==> src/rtl/alien_formation_motion_pkg.sv <==
// Shared types and default screen geometry for the alien formation motion engine.
package galaxian_pkg;

  typedef enum logic [1:0] {
    MODE_EASY   = 2'b00,
    MODE_HARD   = 2'b01,
    MODE_HOLD_A = 2'b10,
    MODE_HOLD_B = 2'b11
  } alien_mode_t;

  typedef enum logic [1:0] {
    D_IDLE,
    D_LAUNCH,
    D_DIVE
  } dive_state_t;

  localparam int DEF_NUM_ALIENS    = 10;
  localparam int DEF_FORM_X0       = 160;
  localparam int DEF_FORM_Y0       = 64;
  localparam int DEF_FORM_W        = 320;
  localparam int DEF_ALIEN_PITCH   = 32;
  localparam int DEF_X_LEFT_LIMIT  = 16;
  localparam int DEF_X_RIGHT_LIMIT = 624;
  localparam int DEF_EASY_STEP     = 1;
  localparam int DEF_HARD_STEP     = 2;
  localparam int DEF_DROP_STEP     = 8;
  localparam int DEF_Y_MAX         = 400;
  localparam int DEF_DIVE_PERIOD   = 120;
  localparam int DEF_DIVE_SPEED    = 4;
  localparam int DEF_DIVE_Y_END    = 440;

endpackage

==> src/rtl/alien_formation_motion_if.sv <==
// Mode/alive/player inputs and formation/diver outputs of the motion engine.
interface alien_formation_motion_if #(
  parameter int NUM_ALIENS = 10
);
  logic [1:0]            alien_control;
  logic [NUM_ALIENS-1:0] alive_mask;
  logic [9:0]            player_x;
  logic [9:0]            form_x;
  logic [9:0]            form_y;
  logic                  form_dir;
  logic                  reached_bottom;
  logic                  dive_active;
  logic [3:0]            dive_idx;
  logic [9:0]            dive_x;
  logic [9:0]            dive_y;

  modport master (
    output alien_control, alive_mask, player_x,
    input  form_x, form_y, form_dir, reached_bottom,
    input  dive_active, dive_idx, dive_x, dive_y
  );

  modport slave (
    input  alien_control, alive_mask, player_x,
    output form_x, form_y, form_dir, reached_bottom,
    output dive_active, dive_idx, dive_x, dive_y
  );
endinterface

==> src/rtl/alien_formation_motion_dive_selector.sv <==
// Round-robin pick of the next diver: lowest alive slot at or above rr_ptr, else lowest alive slot.
module dive_selector #(
  parameter int NUM_ALIENS = 10
) (
  input  logic [NUM_ALIENS-1:0] alive_mask,
  input  logic [3:0]            rr_ptr,
  output logic [3:0]            sel,
  output logic                  any_alive
);

  logic [3:0] hi_idx;
  logic [3:0] lo_idx;
  logic       hi_found;
  logic       lo_found;

  // Scanning downward lets the last hit be the lowest index in each range.
  always_comb begin
    hi_idx   = '0;
    lo_idx   = '0;
    hi_found = 1'b0;
    lo_found = 1'b0;
    for (int i = NUM_ALIENS - 1; i >= 0; i--) begin
      if (alive_mask[i]) begin
        lo_idx   = 4'(i);
        lo_found = 1'b1;
        if (i >= int'(rr_ptr)) begin
          hi_idx   = 4'(i);
          hi_found = 1'b1;
        end
      end
    end
    any_alive = lo_found;
    sel       = hi_found ? hi_idx : lo_idx;
  end

endmodule

==> src/rtl/alien_formation_motion.sv <==
// Per-frame formation sweep with edge drops, plus a single round-robin diver in HARD mode.
module alien_formation_motion
  import galaxian_pkg::*;
#(
  parameter int NUM_ALIENS    = DEF_NUM_ALIENS,
  parameter int FORM_X0       = DEF_FORM_X0,
  parameter int FORM_Y0       = DEF_FORM_Y0,
  parameter int FORM_W        = DEF_FORM_W,
  parameter int ALIEN_PITCH   = DEF_ALIEN_PITCH,
  parameter int X_LEFT_LIMIT  = DEF_X_LEFT_LIMIT,
  parameter int X_RIGHT_LIMIT = DEF_X_RIGHT_LIMIT,
  parameter int EASY_STEP     = DEF_EASY_STEP,
  parameter int HARD_STEP     = DEF_HARD_STEP,
  parameter int DROP_STEP     = DEF_DROP_STEP,
  parameter int Y_MAX         = DEF_Y_MAX,
  parameter int DIVE_PERIOD   = DEF_DIVE_PERIOD,
  parameter int DIVE_SPEED    = DEF_DIVE_SPEED,
  parameter int DIVE_Y_END    = DEF_DIVE_Y_END
) (
  input logic                    Clk,
  input logic                    Reset,
  alien_formation_motion_if.slave bus
);

  localparam int TW = $clog2(DIVE_PERIOD);

  alien_mode_t mode;
  logic [10:0] step;

  logic [9:0]  form_x, form_x_n;
  logic [9:0]  form_y, form_y_n;
  logic        form_dir, form_dir_n;
  logic        reached_bottom, reached_bottom_n;
  logic [9:0]  drop_y;

  dive_state_t state, state_n;
  logic [TW-1:0] dive_timer, dive_timer_n;
  logic [3:0]  rr_ptr, rr_ptr_n;
  logic [3:0]  dive_idx, dive_idx_n;
  logic [9:0]  dive_x, dive_x_n;
  logic [9:0]  dive_y, dive_y_n;
  logic        dive_active, dive_active_n;
  logic [3:0]  sel;
  logic        any_alive;

  assign mode = alien_mode_t'(bus.alien_control);
  assign step = (mode == MODE_HARD) ? 11'(HARD_STEP) : 11'(EASY_STEP);

  dive_selector #(.NUM_ALIENS(NUM_ALIENS)) u_sel (
    .alive_mask (bus.alive_mask),
    .rr_ptr     (rr_ptr),
    .sel        (sel),
    .any_alive  (any_alive)
  );

  // Sweep: edge tests use 11-bit sums so the right-edge compare cannot wrap.
  always_comb begin
    form_x_n         = form_x;
    form_y_n         = form_y;
    form_dir_n       = form_dir;
    reached_bottom_n = reached_bottom;
    drop_y = (form_y >= 10'(Y_MAX - DROP_STEP)) ? 10'(Y_MAX) : form_y + 10'(DROP_STEP);
    if (mode == MODE_EASY || mode == MODE_HARD) begin
      if (!form_dir) begin
        if ({1'b0, form_x} + 11'(FORM_W) + step > 11'(X_RIGHT_LIMIT)) begin
          form_x_n   = 10'(X_RIGHT_LIMIT - FORM_W);
          form_dir_n = 1'b1;
          form_y_n   = drop_y;
        end else begin
          form_x_n = 10'({1'b0, form_x} + step);
        end
      end else begin
        if ({1'b0, form_x} < 11'(X_LEFT_LIMIT) + step) begin
          form_x_n   = 10'(X_LEFT_LIMIT);
          form_dir_n = 1'b0;
          form_y_n   = drop_y;
        end else begin
          form_x_n = 10'({1'b0, form_x} - step);
        end
      end
    end
    if (form_y_n == 10'(Y_MAX)) reached_bottom_n = 1'b1;
  end

  always_ff @(posedge Clk) begin
    if (Reset) state <= D_IDLE;
    else       state <= state_n;
  end

  // Dive FSM: the launch latches the live selector result and formation origin.
  always_comb begin
    state_n       = state;
    dive_timer_n  = dive_timer;
    rr_ptr_n      = rr_ptr;
    dive_idx_n    = dive_idx;
    dive_x_n      = dive_x;
    dive_y_n      = dive_y;
    dive_active_n = dive_active;
    case (state)
      D_IDLE: begin
        if (mode == MODE_HARD) begin
          if (dive_timer == TW'(DIVE_PERIOD - 1)) begin
            dive_timer_n = '0;
            if (any_alive) state_n = D_LAUNCH;
          end else begin
            dive_timer_n = dive_timer + 1'b1;
          end
        end
      end
      D_LAUNCH: begin
        dive_idx_n    = sel;
        rr_ptr_n      = (int'(sel) == NUM_ALIENS - 1) ? 4'd0 : sel + 4'd1;
        dive_x_n      = 10'({1'b0, form_x} + 11'(int'(sel) * ALIEN_PITCH));
        dive_y_n      = form_y;
        dive_active_n = 1'b1;
        state_n       = D_DIVE;
      end
      D_DIVE: begin
        dive_y_n = dive_y + 10'(DIVE_SPEED);
        if (dive_x < bus.player_x)      dive_x_n = dive_x + 10'd1;
        else if (dive_x > bus.player_x) dive_x_n = dive_x - 10'd1;
        if (!bus.alive_mask[dive_idx] ||
            ({1'b0, dive_y} + 11'(DIVE_SPEED) >= 11'(DIVE_Y_END))) begin
          dive_active_n = 1'b0;
          state_n       = D_IDLE;
        end
      end
      default: state_n = D_IDLE;
    endcase
  end

  always_ff @(posedge Clk) begin
    if (Reset) begin
      form_x         <= 10'(FORM_X0);
      form_y         <= 10'(FORM_Y0);
      form_dir       <= 1'b0;
      reached_bottom <= 1'b0;
      dive_timer     <= '0;
      rr_ptr         <= '0;
      dive_idx       <= '0;
      dive_x         <= '0;
      dive_y         <= '0;
      dive_active    <= 1'b0;
    end else begin
      form_x         <= form_x_n;
      form_y         <= form_y_n;
      form_dir       <= form_dir_n;
      reached_bottom <= reached_bottom_n;
      dive_timer     <= dive_timer_n;
      rr_ptr         <= rr_ptr_n;
      dive_idx       <= dive_idx_n;
      dive_x         <= dive_x_n;
      dive_y         <= dive_y_n;
      dive_active    <= dive_active_n;
    end
  end

  assign bus.form_x         = form_x;
  assign bus.form_y         = form_y;
  assign bus.form_dir       = form_dir;
  assign bus.reached_bottom = reached_bottom;
  assign bus.dive_active    = dive_active;
  assign bus.dive_idx       = dive_idx;
  assign bus.dive_x         = dive_x;
  assign bus.dive_y         = dive_y;

endmodule

==> src/flat_wrapper.sv <==
// flat-port wrapper written by rule: the top's interface ports become plain ports
module alien_formation_motion_flat import galaxian_pkg::*;
#(
  parameter int NUM_ALIENS    = DEF_NUM_ALIENS,
  parameter int FORM_X0       = DEF_FORM_X0,
  parameter int FORM_Y0       = DEF_FORM_Y0,
  parameter int FORM_W        = DEF_FORM_W,
  parameter int ALIEN_PITCH   = DEF_ALIEN_PITCH,
  parameter int X_LEFT_LIMIT  = DEF_X_LEFT_LIMIT,
  parameter int X_RIGHT_LIMIT = DEF_X_RIGHT_LIMIT,
  parameter int EASY_STEP     = DEF_EASY_STEP,
  parameter int HARD_STEP     = DEF_HARD_STEP,
  parameter int DROP_STEP     = DEF_DROP_STEP,
  parameter int Y_MAX         = DEF_Y_MAX,
  parameter int DIVE_PERIOD   = DEF_DIVE_PERIOD,
  parameter int DIVE_SPEED    = DEF_DIVE_SPEED,
  parameter int DIVE_Y_END    = DEF_DIVE_Y_END
)
  (Clk, Reset, bus_alien_control, bus_alive_mask, bus_player_x, bus_form_x, bus_form_y, bus_form_dir, bus_reached_bottom, bus_dive_active, bus_dive_idx, bus_dive_x, bus_dive_y);
  alien_formation_motion_if #(.NUM_ALIENS(NUM_ALIENS)) bus_i ();
  input logic Clk;
  input logic Reset;
  input wire logic [$bits(bus_i.alien_control)-1:0] bus_alien_control;
  input wire logic [$bits(bus_i.alive_mask)-1:0] bus_alive_mask;
  input wire logic [$bits(bus_i.player_x)-1:0] bus_player_x;
  output wire logic [$bits(bus_i.form_x)-1:0] bus_form_x;
  output wire logic [$bits(bus_i.form_y)-1:0] bus_form_y;
  output wire logic [$bits(bus_i.form_dir)-1:0] bus_form_dir;
  output wire logic [$bits(bus_i.reached_bottom)-1:0] bus_reached_bottom;
  output wire logic [$bits(bus_i.dive_active)-1:0] bus_dive_active;
  output wire logic [$bits(bus_i.dive_idx)-1:0] bus_dive_idx;
  output wire logic [$bits(bus_i.dive_x)-1:0] bus_dive_x;
  output wire logic [$bits(bus_i.dive_y)-1:0] bus_dive_y;
  assign bus_i.alien_control = bus_alien_control;
  assign bus_i.alive_mask = bus_alive_mask;
  assign bus_i.player_x = bus_player_x;
  assign bus_form_x = bus_i.form_x;
  assign bus_form_y = bus_i.form_y;
  assign bus_form_dir = bus_i.form_dir;
  assign bus_reached_bottom = bus_i.reached_bottom;
  assign bus_dive_active = bus_i.dive_active;
  assign bus_dive_idx = bus_i.dive_idx;
  assign bus_dive_x = bus_i.dive_x;
  assign bus_dive_y = bus_i.dive_y;
  alien_formation_motion #(.NUM_ALIENS(NUM_ALIENS), .FORM_X0(FORM_X0), .FORM_Y0(FORM_Y0), .FORM_W(FORM_W), .ALIEN_PITCH(ALIEN_PITCH), .X_LEFT_LIMIT(X_LEFT_LIMIT), .X_RIGHT_LIMIT(X_RIGHT_LIMIT), .EASY_STEP(EASY_STEP), .HARD_STEP(HARD_STEP), .DROP_STEP(DROP_STEP), .Y_MAX(Y_MAX), .DIVE_PERIOD(DIVE_PERIOD), .DIVE_SPEED(DIVE_SPEED), .DIVE_Y_END(DIVE_Y_END)) u_core (.Clk(Clk), .Reset(Reset), .bus(bus_i));
endmodule
==> config.mk <==
export PLATFORM = sky130hd
export DESIGN_NAME = alien_formation_motion_flat
export DESIGN_NICKNAME = d
export VERILOG_FILES = /design/src/rtl/alien_formation_motion_pkg.sv /design/src/rtl/alien_formation_motion_if.sv /design/src/rtl/alien_formation_motion_dive_selector.sv /design/src/rtl/alien_formation_motion.sv /design/src/flat_wrapper.sv
export SDC_FILE = /design/constraint.sdc
export NUM_CORES = 1
export LEC_CHECK = 0
export ABC_AREA = 1
export CORE_MARGIN = 1.5
export CORE_UTILIZATION = 50
export CTS_CLUSTER_DIAMETER = 40
export DETAILED_ROUTE_END_ITERATION = 8
export PLACE_DENSITY = 0.74
export SYNTH_ARGS = -nofsm -noshare
export SYNTH_HDL_FRONTEND = slang
export SYNTH_SLANG_ARGS = --single-unit
==> constraint.sdc <==
create_clock -name Clk -period 4.7 [get_ports Clk]
set_clock_uncertainty 0.2 [all_clocks]
set_input_delay 0.705 -clock Clk [delete_from_list [all_inputs] [get_ports Clk]]
set_output_delay 0.705 -clock Clk [all_outputs]
set_load 0.05 [all_outputs]
Word-level counts from Yosys, hierarchy flattened
Index checks and enable logic that the tools add are counted.
{ "totals": {"register_bits": 60, "inputBits": 24, "out_inout_bits": 47, "elab_cells": 150} }
{ "classes": {"add_sub_neg": 13, "magnitude_cmp": 17, "n_eq_ne": 11, "muxes": 88, "n_reduce_logical": 10} }
{ "op_table": {"columns": ["op", "n"], "rows": [
  ["4-bit 2-to-1 mux", 32],
  ["10-bit 2-to-1 mux", 10],
  ["10-bit case mux with 2 select lines", 2],
  ["1-bit 2-to-1 mux", 35],
  ["3-bit by 4-bit greater-or-equal comparator with 1-bit output (first input constant)", 4],
  ["10-bit by 3-bit adder with 11-bit output (second input constant)", 1],
  ["10-bit by 9-bit adder with 11-bit output (second input constant)", 1],
  ["11-bit adder", 1],
  ["5-bit by 11-bit adder with 11-bit output (first input constant)", 1],
  ["11-bit by 9-bit greater-or-equal comparator with 1-bit output (second input constant)", 1],
  ["11-bit by 10-bit greater-than comparator with 1-bit output (second input constant)", 1],
  ["10-bit by 11-bit less-than comparator with 1-bit output", 1],
  ["10-bit by 1-bit adder with 10-bit output (second input constant)", 1],
  ["10-bit adder", 1],
  ["10-bit by 3-bit adder with 10-bit output (second input constant)", 1],
  ["10-bit by 4-bit adder with 10-bit output (second input constant)", 1],
  ["10-bit by 9-bit adder with 10-bit output", 1],
  ["10-bit by 9-bit == test with 1-bit output (second input constant)", 1],
  ["10-bit by 9-bit greater-or-equal comparator with 1-bit output (second input constant)", 1],
  ["10-bit greater-than comparator", 1],
  ["10-bit less-than comparator", 1],
  ["2-bit 2-to-1 mux", 5],
  ["10-bit by 1-bit subtractor with 10-bit output (second input constant)", 1],
  ["10-bit subtractor", 1],
  ["other kinds (22)", 33]
]} }

Depth between registers and ports, before layout
Gate-level depths: netlist of the first run.
{ "depth": {"ltp_word": 24, "depth_mapped": 23, "mapped_depth_nobuf": 22} }

Modules after synthesis
Synthesis of the first run repeated with hierarchy kept, for this count alone.
{ "hier_totals": {"cells_unflattened": 737, "area_unflattened_um2": 4774.6} }
{ "modules_own_cells": {"columns": ["mod", "instances", "cells_each", "area_each_um2", "seq_area_each_um2"], "rows": [
  ["alien_formation_motion", 1, 655, 4393.0, 1201.2],
  ["dive_selector", 1, 82, 381.6, 0.0]
]} }

Least setup slack after synthesis of the first run
No wires, ideal clock.
{ "synth_path": {"path_kind": "input -> register", "start": "input bus_player_x[5]", "end": "register u_core.dive_x[7], in the netlist u_core.bus.dive_x[7]", "setup_time_ps": 121, "arrival_time_ps": 3354, "t_required_ps": 4379, "slack_ps": 1025, "cell_stages": 17, "n_path_buf": 0, "cell_sequence": "inv_1 -> ha_1 -> nand2_1 -> nor2_1 -> a211oi_1 -> o211ai_1 -> ha_1 -> a21o_1 -> nand3_1 -> nand2_1 -> a21oi_1 -> nor2_1 -> o21ai_0 -> nand2_1 -> or2_2 -> a31oi_1 -> a21oi_1"} }
{ "synth_between": {"elab_chain_len": 3, "word_cells_on_any_way": 6, "classes_between": "order compare: 2; eq/ne: 1; mux: 2; reduce/logical: 1"} }
{ "synth_lines": {"columns": ["element", "line_no", "text"], "rows": [
  ["from (decl)", "flat_wrapper.sv:25", "input wire logic [$bits(bus_i.player_x)-1:0] bus_player_x;"],
  ["10-bit less-than comparator or 10-bit greater-than comparator (tied branches)", "alien_formation_motion.sv:120, alien_formation_motion.sv:121", null],
  ["10-bit 2-to-1 mux or 3-bit by 1-bit inequality test with 1-bit output (tied branches)", null, null],
  ["10-bit case mux with 2 select lines or 2-bit AND reduction (tied branches)", null, null],
  ["to (signal assigned)", "alien_formation_motion.sv:152", "dive_x <= dive_x_n;"],
  ["to (decl)", "alien_formation_motion.sv:40", "logic [9:0] dive_x, dive_x_n;"]
]} }
Several ways; a longest one is shown, not always the timed one.
A chain may end at the register's enable or synchronous reset.

Final worst setup path of the first run
{ "layout_path": {"start": "input bus_player_x[9]", "end": "register u_core.dive_x[9], in the netlist u_core.bus.dive_x[9]"} }
The elaborated chain is that of the path after synthesis.

==> results.py, run 1 <==
metrics = {
    "setup_path": {
        "crit_start": "bus_player_x[9]",
        "critPathSlowestCell": "clkdlybuf4s50_1",
        "path_delay_family": "compound AO/OA/AOI/OAI gates",
        "r2r_slack_ns": 1.30,
        "cp_max_fo": 6,
        "r2r-end": "u_core.bus.dive_x[9]",
        "startpoint_type": "input pin",
        "crit_arrival_ns": 3.93,
        "cp.required_ns": 4.78,
        "critPathKind": "input pin to flip-flop",
        "cp_cell_sequence": "clkdlybuf4s50_1 -> inv_1 -> ha_1 -> nand4_1 -> nor3_1 -> o21ai_0 -> o211ai_1 -> ha_1 -> a21o_1 -> nand3_1 -> nand2_1 -> a21oi_1 -> nor2_1 -> o21ai_0 -> nand2_1 -> nand2_1 -> a21oi_1 -> o21bai_1 -> nand3_1 -> a21oi_1",
        "max_stage_delay_ns": 0.46,
        "path_buf_inv": 2,
        "r2r_start": "u_core.rr_ptr[3]",
        "ff2ff_path_depth": 17,
        "cp-end-kind": "flip-flop",
    },
    "routing": {
        "drtIter0Drc": 209,
        "vias": 5090,
        "drtAntennaViolNets": 0,
        "wl_per_cell_um": 14.22,
        "drc": 0,
        "viasPerCell": 5.618,
        "firstDrtPassIters": 7,
        "drt-total-wl_um": 12880,
    },
    "timing": {
        "final.min_clock_period_ns": 3.851,
        "hold_violations": 0,
        "max_freq_mhz": 259.7,
        "rsz0062_at_grt": "false",
        "finalMaxSlewViolations": 0,
        "post-route-period-util_pct": 81.94,
        "slew-limit-headroom_pct": 40.13,
        "worst_hold_slack_ns": 0.2721,
        "setup_viol_count_final": 0,
        "final.setup.tns_ns": 0,
        "tightestPinTransition_ns": 0.8970,
    },
    "finish": {
        "antenna_cells": 0,
        "area_growth_pct": 21.16,
        "multi_input_area_um2": 3032,
        "final_nets": 853,
        "fillCellCount": 876,
        "drive_gt1_share_pct": 5.786,
        "regArea_um2": 1201,
    },
    "cts": {
        "cts.clk_slew.worst_paths_ns": 0.07,
        "cts_hold_buffers": 0,
        "cts_root_buf": "clkbuf_8",
        "clock_latency_ns": 0.35,
        "cts-htree-levels": 3,
        "cts_setup_buffers": 0,
        "cts.path.max_buffers": 2,
        "cts_sinks": 60,
        "cts_inserted_buffers": 9,
        "cts_tree": "done",
        "postCtsResizedCells": 0,
    },
    "global_routing": {
        "grt_pass1_wl_um": 21710,
        "grt_use_total_pct": 26.77,
        "gr-total-overflow": 0,
        "grt_pass1_vias": 4708,
        "grt_max_degree": 32,
        "antenna_found_initial": 0,
    },
    "logic_synthesis": {
        "postSynthAreaPerCell_um2": 6.526,
        "yosysSeqAreaShare_pct": 25.49,
        "yosysWarningCount": 0,
        "netlist_area_um2": 4712,
        "netlist_instances": 722,
        "synth.distinct_cells": 46,
        "ys_ff_latch": 60,
        "synth_fp_nets": 785,
    },
    "worst_hold_path": {
        "worstHoldStart": "u_core.bus.reached_bottom",
        "min_delay_worst_endpoint": "u_core.bus.reached_bottom",
        "hold_class": "flip-flop to flip-flop",
        "holdPathStages": 2,
    },
    "die": {
        "die_h_um": 100.1,
        "fp.dieW_um": 100.1,
        "rows": 35,
        "die_area_um2": 10020,
        "initial_utilization_pct": 51.24,
        "pin_count": 71,
        "core_area_um2": 9196,
    },
    "placement": {
        "dp_hpwl_um": 9994,
        "portBuffers": 70,
        "gp_congestion": 1.004,
    },
    "run_status": {
        "status": "complete, no violations",
    },
    "power_and_ir_drop": {
        "internal-power_mw": 0.9223,
        "powerDensity_nw_per_um2": 255.2,
        "fin_total_pwr_mw": 1.457,
        "p_leak_nw": 2.546,
        "p_clk_share_pct": 32.5,
        "p_comb_share_pct": 28.6,
        "ir_worst_vdd_uv": 201.6,
        "sw_frac_of_total_pct": 36.69,
        "seq_power_share_pct": 38.9,
        "p_sw_mw": 0.5345,
    },
    "flow_run": {
        "drv_cap": 0,
    },
}
power groups by stage:
| stage | combinational (mW) | sequential (mW) | clock [mW] |
|---|---|---|---|
| 6_report | 0.416 | 0.567 | 0.474 |
| 3_5_place_dp | 0.412 | 0.578 | 0 |
| 4_1_cts | 0.414 | 0.566 | 0.483 |
| 3_3_place_gp | 0.408 | 0.577 | 0 |
| 2_1_floorplan | 0.239 | 0.626 | 0 |
| 5_1_grt | 0.459 | 0.570 | 0.500 |
kinds of logic after synthesis:
family / Yosys count / share of synthesized area (%)
DFF: 60 / 25.49
adders and majority gates: 39 / 10.99
and+or+nand+nor: 308 / 28.78
buffers and inverters: 124 / 10.17
xor gates and xnor gates: 23 / 4.275
AOI/OAI and AO/OA: 168 / 20.29
placed cells by master (no fill, tap or decap), types with 19 or more instances in the layout:
cell,count
o21ai_0,56
nand2_1,142
inv_1,100
dfxtp_1,60
nand3_1,50
nor2_1,77
a21oi_1,67
ha_1,35
clkdlybuf4s50_1,70
xor2_1,19
layout make-up:
type / instances / area share [%]
clock buffer: 9 / 2.170
clock inverter: 7 / 1.337
inverter: 107 / 7.123
multi-input combinational: 538 / 53.10
sequential: 60 / 21.04
tap: 111 / 2.433
timing repair buffer: 74 / 12.80
worst max path at each step:
| stage | to | depth (start not counted) |
|---|---|---|
| floorplan | u_core.bus.dive_x[7] | 17 |
| global placement | u_core.bus.dive_x[7] | 18 |
| detailed placement | u_core.bus.dive_x[7] | 18 |
| CTS | u_core.bus.dive_x[7] | 18 |
| global route | u_core.bus.dive_x[9] | 20 |
| finish | u_core.bus.dive_x[9] | 20 |
cells in the mapped netlist, drive strengths merged:
master	n	share of area, %
nand2	152	13
o221a	1	0.24
xnor2	4	0.74
o21ai	58	6.2
nor2	78	6.3
or2	2	0.27
a31oi	10	1.3
a221oi	6	1.1
buf	2	0.35
o221ai	2	0.37
and3	1	0.13
a21o	1	0.16
ha	35	9.3
dfxtp	60	25
a211oi	3	0.48
o31ai	1	0.16
o211ai	6	1.2
clkinv	1	0.080
clkbuf	15	1.2
fa	4	1.7
a21oi	68	7.3
o22ai	7	0.93
inv	106	8.6
nand4	6	0.80
nand3	53	6.1
xor2	19	3.5
nor3	11	1.2
nor3b	1	0.16
o311ai	2	0.37
nor4	3	0.40
nand3b	1	0.16
o2111ai	1	0.19
o21bai	2	0.32
registers in the layout, indices dropped and copies added, names as in the netlist:
register,count
u_core.bus.dive_x,10
u_core.bus.dive_y,10
u_core.bus.form_x,10
u_core.bus.form_y,10
u_core.dive_timer,7
u_core.bus.dive_idx,4
u_core.rr_ptr,4
u_core.state,2
u_core.bus.dive_active,1
u_core.bus.form_dir,1
u_core.bus.reached_bottom,1
routing by layer:
metal / up-vias / share of wire (%) / GRT usage, %
met1: 2354 / 46 / 36.16
met4: 0 / 1.3 / 8.451
li1: 2545 / - / -
met3: 15 / 6.2 / 4.039
met5: - / 0 / 0
met2: 176 / 47 / 44.06
tightest hold or removal path, cell delays in order, from the launching register on:
cell,delay (ns)
dfxtp_1,0.32
inv_1,0.06
a21oi_2,0.05
metrics by stage:
| stage | cell area (um2) | util [%] | std cells | worst slack [ns] |
|---|---|---|---|---|
| 2_1_floorplan | 4712 | - | 722 | 1.025 |
| 3_3_place_gp | 5509 | 59.90 | 890 | 0.5878 |
| 3_5_place_dp | 5509 | 59.90 | 890 | 0.4844 |
| 4_1_cts | 5709 | 62.08 | 906 | 0.8508 |
| 5_1_grt | 5709 | 62.08 | 906 | 0.4212 |
| 6_report | 5709 | 62.08 | 906 | 0.8489 |
Power figures use the tool's default switching activity.
==> run 2: changes to the inputs <==
- PLACE_DENSITY: 0.74 -> 0.77
- clock period: 4.7 -> 3.25 ns (I/O delays scaled with it)
==> results.py, run 2 (synthesis results as in run 1) <==
metrics = {
    "run_status": {
        "status": "finished, violations left",
        "failed_checks": "negative setup slack",
    },
    "placement": {
        "gp_congestion": 0.9118,
        "portBuffers": 70,
        "dp_cells": 954,
        "dpl_cell_area_um2": 6067,
        "dp_hpwl_um": 10590,
    },
    "die": {
        "rows": 35,
        "fp.dieW_um": 100.1,
        "die_area_um2": 10020,
        "initial_utilization_pct": 51.24,
        "pin_count": 71,
        "core_area_um2": 9196,
        "die_h_um": 100.1,
    },
    "timing": {
        "post-route-period-util_pct": 102.0,
        "finalMaxSlewViolations": 0,
        "setup_viol_count_final": 2,
        "final.min_clock_period_ns": 3.315,
        "max_freq_mhz": 301.7,
        "rsz0062_at_grt": "true",
        "fin_ws_ns": -0.06453,
        "final.setup.tns_ns": -0.1168,
        "hold_violations": 0,
        "slew-limit-headroom_pct": 38.82,
        "tightestPinTransition_ns": 0.9167,
    },
    "routing": {
        "viasPerCell": 5.477,
        "drtAntennaViolNets": 0,
        "wl_per_cell_um": 14.84,
        "drt-total-wl_um": 14600,
        "firstDrtPassIters": 5,
        "drc": 0,
        "vias": 5389,
        "drtIter0Drc": 285,
    },
    "setup_path": {
        "cp.required_ns": 3.26,
        "critPathSlowestCell": "clkdlybuf4s50_1",
        "r2r_slack_ns": -0.04,
        "cp_max_fo": 5,
        "critPathKind": "input pin to flip-flop",
        "cp_cell_sequence": "clkdlybuf4s50_1 -> inv_1 -> ha_4 -> inv_2 -> nor2_1 -> o21ai_1 -> o211ai_1 -> ha_1 -> a21o_1 -> nand3_1 -> nand2_1 -> a21oi_2 -> nor2_1 -> o21ai_1 -> nand2_1 -> or2_4 -> a31oi_1 -> a21oi_1",
        "startpoint_type": "input pin",
        "cp-end-kind": "flip-flop",
        "max_stage_delay_ns": 0.46,
        "ff2ff_path_depth": 15,
        "crit_arrival_ns": 3.33,
    },
    "flow_run": {
        "drv_cap": 0,
    },
    "finish": {
        "fillCellCount": 772,
        "final_nets": 931,
        "regArea_um2": 1219,
        "final_area_um2": 6526,
        "antenna_cells": 0,
        "final_common_cell": "nand2_1",
        "finalNonFillerCells": 984,
        "area_growth_pct": 38.50,
        "multi_input_area_um2": 3239,
        "drive_gt1_share_pct": 20.27,
        "final_cell_mix": "nand2_1, inv_1, buf_4",
    },
    "worst_hold_path": {
        "holdPathStages": 2,
        "hold_class": "flip-flop to flip-flop",
    },
    "cts": {
        "cts-htree-levels": 3,
        "cts_hold_buffers": 0,
        "clock_latency_ns": 0.35,
        "cts_sinks": 60,
        "cts_inserted_buffers": 9,
        "cts_root_buf": "clkbuf_8",
        "cts_tree": "done",
        "cts.path.max_buffers": 2,
        "cts.clk_slew.worst_paths_ns": 0.07,
    },
    "power_and_ir_drop": {
        "powerDensity_nw_per_um2": 339.3,
        "p_leak_nw": 2.936,
        "ir_worst_vdd_uv": 298.4,
    },
    "global_routing": {
        "grt_max_degree": 31,
        "grt_pass1_vias": 5411,
        "antenna_found_initial": 0,
        "gr-total-overflow": 0,
        "grt_use_total_pct": 29.80,
        "grt_pass1_wl_um": 24230,
    },
}
==> run 2: changes by cell type in the layout (fill, tap and decap cells not counted), moves of 4 or more <==
cell,delta
a21oi_1,-7
ha_4,+9
o21ai_0,-4
inv_1,-7
ha_1,-12
dfxtp_1,-10
nand2_1,-4
nand2_2,+4
clkdlybuf4s50_1,-9
dfxtp_2,+8
a21oi_2,+6
buf_4,+77
inv_2,+5
==> run 2: report_power, final <==
part | switching, mW | total, mW | internal [mW]
Clock | 0.335 | 0.694 | 0.359
Sequential | 0.0548 | 0.817 | 0.762
Combinational | 0.420 | 0.704 | 0.284
==> run 2: worst paths after layout <==
check                                  from                   endpoint
setup / recovery            bus_player_x[1]       u_core.bus.dive_x[7]
hold / removal    u_core.bus.reached_bottom  u_core.bus.reached_bottom
setup reg to reg       u_core.bus.dive_x[6]       u_core.bus.dive_x[7]
hold reg to reg   u_core.bus.reached_bottom  u_core.bus.reached_bottom
==> run 2: layer usage <==
layer	up-vias	global-route usage, %	part of all wire, %
li1	2698	-	-
met1	2496	36.41	44
met2	172	52.12	49
met3	23	5.292	5.2
met4	0	11.38	1.6
met5	-	0	0
==> run 2: final cells by class <==
class	count	share of cell area (%)
inverters	107	6.461
repair buffers	152	20.05
clock inverters	7	1.150
clock buffers	9	1.898
well taps	111	2.128
flip-flops and latches	60	18.67
multi-input cells	538	49.64
==> run 2: repair_timing <==
item,CTS,global route
pin swaps,24,21
setup buffers,11,3
endpoints found under the setup margin,5,22
hold endpoints to repair,0,0
cloned,0,0
gates resized for setup,27,28
==> run 2: metrics by stage <==
step	utilization, %	setup slack, ns	power (mW)	hold WS, ns
finish	70.97	-0.06453	2.215	0.2747
global placement	65.97	-0.6368	1.498	0.2489
CTS	69.90	0.02803	2.207	0.2707
global route	70.97	-0.2052	2.323	0.2871
floorplan	-	-0.1138	1.255	0.2515
detailed placement	65.97	-0.7034	1.512	0.2561
==> run 2: worst max-delay path: cells and delay by family <==
| kind | cells | cell delay, ns |
|---|---|---|
| and+or+nand+nor | 6 | 0.60 |
| adders and majority gates | 2 | 0.61 |
| AOI/OAI and AO/OA | 7 | 1.06 |
| buffers and inverters | 3 | 0.57 |
==> run 3: changes to the inputs <==
- PLACE_DENSITY: 0.77 -> 0.74
- REMOVE_ABC_BUFFERS: unset -> 1
- clock period: 3.25 -> 3.7 ns (I/O delays scaled with it)
==> results.py, run 3 (synthesis results as in run 1) <==
metrics = {
    "timing": {
        "max_freq_mhz": 278.0,
        "slew-limit-headroom_pct": 38.37,
        "post-route-period-util_pct": 97.23,
        "hold_violations": 0,
        "tightestPinTransition_ns": 0.9234,
        "final.min_clock_period_ns": 3.598,
        "setup_viol_count_final": 0,
        "finalMaxSlewViolations": 0,
    },
    "routing": {
        "drtAntennaViolNets": 0,
        "viasPerCell": 5.545,
        "firstDrtPassIters": 5,
        "drt-total-wl_um": 13430,
        "vias": 5118,
        "drtIter0Drc": 239,
        "drc": 0,
        "wl_per_cell_um": 14.55,
    },
    "placement": {
        "dp_cells": 904,
        "gp_congestion": 1.004,
        "portBuffers": 70,
        "dp_hpwl_um": 9856,
    },
    "power_and_ir_drop": {
        "seq_power_share_pct": 37.5,
        "powerDensity_nw_per_um2": 321.8,
        "sw_frac_of_total_pct": 35.12,
        "p_leak_nw": 2.635,
        "p_comb_share_pct": 28.3,
        "p_clk_share_pct": 34.2,
        "fin_total_pwr_mw": 1.923,
        "p_sw_mw": 0.6754,
        "ir_worst_vdd_uv": 258.9,
        "internal-power_mw": 1.247,
    },
    "finish": {
        "finalNonFillerCells": 923,
        "final_common_cell": "nand2_1",
        "final_nets": 870,
        "regArea_um2": 1201,
        "area_growth_pct": 26.82,
        "multi_input_area_um2": 3151,
        "fillCellCount": 806,
        "final_cell_mix": "nand2_1, inv_1, nor2_1",
        "antenna_cells": 0,
        "drive_gt1_share_pct": 10.10,
        "final_util_pct": 64.98,
    },
    "setup_path": {
        "startpoint_type": "input pin",
        "critPathSlowestCell": "clkdlybuf4s50_1",
        "crit_top_cell": "nand2_1",
        "critPathKind": "input pin to flip-flop",
        "max_stage_delay_ns": 0.45,
        "path_delay_family": "compound AO/OA/AOI/OAI gates",
        "cp_cell_sequence": "clkdlybuf4s50_1 -> inv_1 -> ha_4 -> nand4_1 -> buf_4 -> o211ai_1 -> ha_1 -> a21o_1 -> nand3_1 -> nand2_1 -> a21oi_2 -> nor2_1 -> o21ai_1 -> nand2_1 -> or2_2 -> a31oi_1 -> a21oi_1",
        "cp-end-kind": "flip-flop",
        "crit_arrival_ns": 3.62,
        "ff2ff_path_depth": 19,
        "cp.required_ns": 3.72,
        "cp_max_fo": 5,
        "cp.depth": 17,
        "path_buf_inv": 3,
    },
    "worst_hold_path": {
        "hold_class": "flip-flop to flip-flop",
        "holdPathStages": 2,
    },
    "die": {
        "initial_utilization_pct": 51.24,
        "fp.dieW_um": 100.1,
        "rows": 35,
        "pin_count": 71,
        "die_area_um2": 10020,
        "core_area_um2": 9196,
        "die_h_um": 100.1,
    },
    "cts": {
        "clock_latency_ns": 0.34,
        "cts_tree": "done",
        "cts-htree-levels": 3,
        "cts.clk_slew.worst_paths_ns": 0.08,
        "cts_sinks": 60,
        "cts.path.max_buffers": 2,
        "cts_root_buf": "clkbuf_8",
        "cts_inserted_buffers": 9,
    },
    "global_routing": {
        "grt_pass1_wl_um": 21840,
        "grt_pass1_vias": 4711,
        "grt_max_degree": 31,
        "gr-total-overflow": 0,
        "grt_use_total_pct": 26.82,
        "antenna_found_initial": 0,
    },
    "flow_run": {
        "drv_cap": 0,
    },
    "run_status": {
        "status": "complete, no violations",
    },
}
-- run 3: routing by layer --
| layer | track usage [%] | vias up | share of wire [%] |
|---|---|---|---|
| met5 | 0 | - | 0 |
| met4 | 8.992 | 0 | 1.4 |
| met3 | 2.925 | 18 | 4.3 |
| met2 | 45.47 | 167 | 48 |
| met1 | 35.61 | 2361 | 46 |
| li1 | - | 2572 | - |
-- run 3: repair_timing --
action | in CTS | in global routing
setup buffers | 0 | 3
resized for setup | 0 | 23
endpoints found under the setup margin | 0 | 4
hold endpoints to repair | 0 | 0
hold buffers | 0 | 0
-- run 3: worst paths after layout --
check | end | slack [ns] | from
hold reg to reg | u_core.bus.reached_bottom | 0.27 | u_core.bus.reached_bottom
setup / recovery | u_core.bus.dive_x[7] | 0.10 | bus_player_x[9]
hold / removal | u_core.bus.reached_bottom | 0.27 | u_core.bus.reached_bottom
setup reg to reg | u_core.bus.dive_x[9] | 0.42 | u_core.bus.dive_x[7]
-- run 3: stage by stage --
| stage | cell area, um2 | setup WS (ns) | hold slack, ns | TNS [ns] |
|---|---|---|---|---|
| 2_1_floorplan | 4639 | 0.09985 | 0.2515 | 0 |
| 3_3_place_gp | 5614 | -0.1180 | 0.2497 | -0.2672 |
| 3_5_place_dp | 5614 | -0.2865 | 0.2545 | -0.8466 |
| 4_1_cts | 5831 | 0.05061 | 0.2673 | 0 |
| 5_1_grt | 5976 | -0.1157 | 0.2844 | -0.2079 |
| 6_report | 5976 | 0.1024 | 0.2675 | 0 |
-- run 3: power by group through the flow --
stage | sequential (mW) | clock, mW | combinational (mW)
global placement | 0.735 | 0 | 0.524
finish | 0.722 | 0.658 | 0.543
detailed placement | 0.735 | 0 | 0.531
floorplan | 0.798 | 0 | 0.290
global route | 0.726 | 0.695 | 0.597
CTS | 0.720 | 0.662 | 0.535
-- run 3: worst register-to-register path, delay by kind of cell (launching register included) --
family | cells | cell delay [ns]
DFF | 1 | 0.44
and+or+nand+nor | 9 | 0.80
adders and majority gates | 2 | 0.62
AOI/OAI and AO/OA | 7 | 1.00
buffers and inverters | 1 | 0.13
-- run 3: final cells by class --
| class | count | area share [%] |
|---|---|---|
| sequential | 60 | 20.10 |
| timing repair buffer | 91 | 14.43 |
| tap | 111 | 2.324 |
| multi-input combinational | 538 | 52.72 |
| clock inverter | 6 | 1.487 |
| inverter | 107 | 6.805 |
| clock buffer | 10 | 2.136 |
==> patch (settings of run 2) <==
Re-encode `dive_state_t` (3 states) as one-hot, 3 bits wide.
--- a/src/rtl/alien_formation_motion_pkg.sv
+++ b/src/rtl/alien_formation_motion_pkg.sv
@@ -9,8 +9,8 @@
   } alien_mode_t;
 
-  typedef enum logic [1:0] {
-    D_IDLE,
-    D_LAUNCH,
-    D_DIVE
+  typedef enum logic [2:0] {
+    D_IDLE   = 3'b001,
+    D_LAUNCH = 3'b010,
+    D_DIVE   = 3'b100
   } dive_state_t;
 
Function: same outputs for any inputs over 10 cycles, from zero or initial values and one cycle with Reset high; not proved beyond that.
==> patch against run 2 <==
The flow still finishes with violations (negative setup slack). Setup slack worse by 78 ps. Wire length grew 4.6%. Synthesized area increased by 1.8%. Register-to-register slack got worse by 100 ps. Cell area is 2.8% higher. Total power up 1.8%. Sequential cell count up 1. Critical path depth grew 2. Critical path type is now flop to flop. Critical endpoint is now u_core.bus.dive_x[9]. Largest power group unchanged. Highest routed layer unchanged.
==> patch: results (changes against run 2) <==
** Run status
- Outcome :: finished with violations (unchanged)
- Failing checks: negative setup slack (unchanged).

** STA
- The number of setup violations in the final report was 4 (was 2).
- The slew at the pin with the worst max-slew slack came to 680 ps (was 917 ps).
- The final-layout worst hold slack was 264 ps (was 275 ps).
- The post-route setup TNS is -378 ps (was -117 ps).
- The least setup slack across all paths after layout was -143 ps (was -64.5 ps).

** Critical path
- The length in cells of the worst reg-to-reg path was 20 (was 15).
- Slowest cell on the critical path :: dfxtp_4 (was clkdlybuf4s50_1)
- Capturing point of the worst reg2reg path :: u_core.bus.dive_x[9] (was u_core.bus.dive_x[7])
- Setup slack, reg-to-reg :: -140 ps (was -40 ps)
- Maximum fanout along the worst path :: 5 (unchanged)
- Delay of the slowest cell on the worst path :: 400 ps (was 460 ps)
- Crit path launch :: u_core.bus.dive_x[0] (was bus_player_x[1])
- The path type of the worst setup path was flop to flop (was input pin to flop).

** Finish
- Antenna Diode Count :: 0 (unchanged)
- Layout cells sized above 1 :: 0.249 (was 0.203)
- Post-layout net count :: 917 (was 931)

** Placed design
- The worst slack after detailed placement came to -724 ps (was -703 ps).
- The total half-perimeter wirelength after legalization and detailed placement was 11.0 mm (was 10.6 mm).
- Area after DPL :: 6200 um2 (was 6070 um2)
- The final RePlAce weighted congestion is 0.931 (was 0.912).
- Number of placed cells counting well taps :: 969 (was 954)

** Pwr
- The fraction of power consumed by sequential logic came to 0.372 (was 0.369).
- The leakage power came to 3.02 nW (was 2.94 nW).
- Power Sequential :: 0.000838 W (was 0.000817 W)
- The share of total power in combinational logic came to 0.316 (was 0.318).
- The worst supply voltage drop on vdd was 0.000237 V (was 0.000298 V).
- The proportion of total power due to net switching is 0.370 (was 0.366).

** Routing
- Drt via density :: 5.58 (was 5.48)
- The number of detailed-routing iterations run before antenna repair came to 7 (was 5).
- DRC marker count from the first detailed-route iteration :: 382 (was 285)
- The final wirelength was 15.3 mm (was 14.6 mm).

** Global route
- The number of global-route vias before repair is 5372 (was 5411).
- The global-route wire length before repair is 24.1 mm (was 24.2 mm).
- GRT Total Usage :: 0.298 (about the same)

** Synthesis
- The number of nets produced by synthesis was 771 (was 785).
- The fraction of post-synthesis cell area in the top cell type by area is 0.255 (about the same).
- Count of different cell masters after synthesis :: 51 (was 46)
- Synth top cells by count: 135 x nand2_1, 97 x inv_1, 62 x nor2_1 (was 142 x nand2_1, 100 x inv_1, 77 x nor2_1).
- The average cell area after synthesis is 6.73 um2 (was 6.53 um2).
- The sequential-to-total area share from yosys stat came to 0.255 (about the same).
- The count of synthesis-stage warnings from yosys was 0 (unchanged).
- Top cells by area in the synthesized netlist: dfxtp_1 25%, nand2_1 11%, ha_1 8.1% (was dfxtp_1 25%, nand2_1 11%, ha_1 9.3%).
## patch: layer usage
layer	GRT usage	up-vias	part of all wire
met5	0	-	0
li1	-	2665	-
met3	0.0472	49	0.066
met4	0.122	0	0.029
met2	0.537	236	0.50
met1	0.351	2590	0.40
## patch: cells by family (layout without fill, tap and decap cells)
family                   count (synthesis)  in the layout  share of synthesized area
AO/OA/AOI/OAI                          166            166                      0.209
XOR/XNOR                                25             25                     0.0457
adder cells (fa/ha/maj)                 35             35                     0.0976
buffers and inverters                  125            276                      0.102
flip-flops                              61             61                      0.255
AND/OR/NAND/NOR                        300            300                      0.291
## patch: layout make-up
class,instances,area (um2)
fillers,697,2580
flip-flops and latches,61,1230
clock inverters,7,75.1
multi-input cells,526,3370
repair buffers,151,1330
clock buffers,9,124
well taps,129,161
inverters,109,413
## patch: repair_timing
action | in CTS | in global routing
buffers inserted | 5 | 2
resized for setup | 30 | 35
endpoints found under the setup margin | 7 | 22
pin swaps | 18 | 31
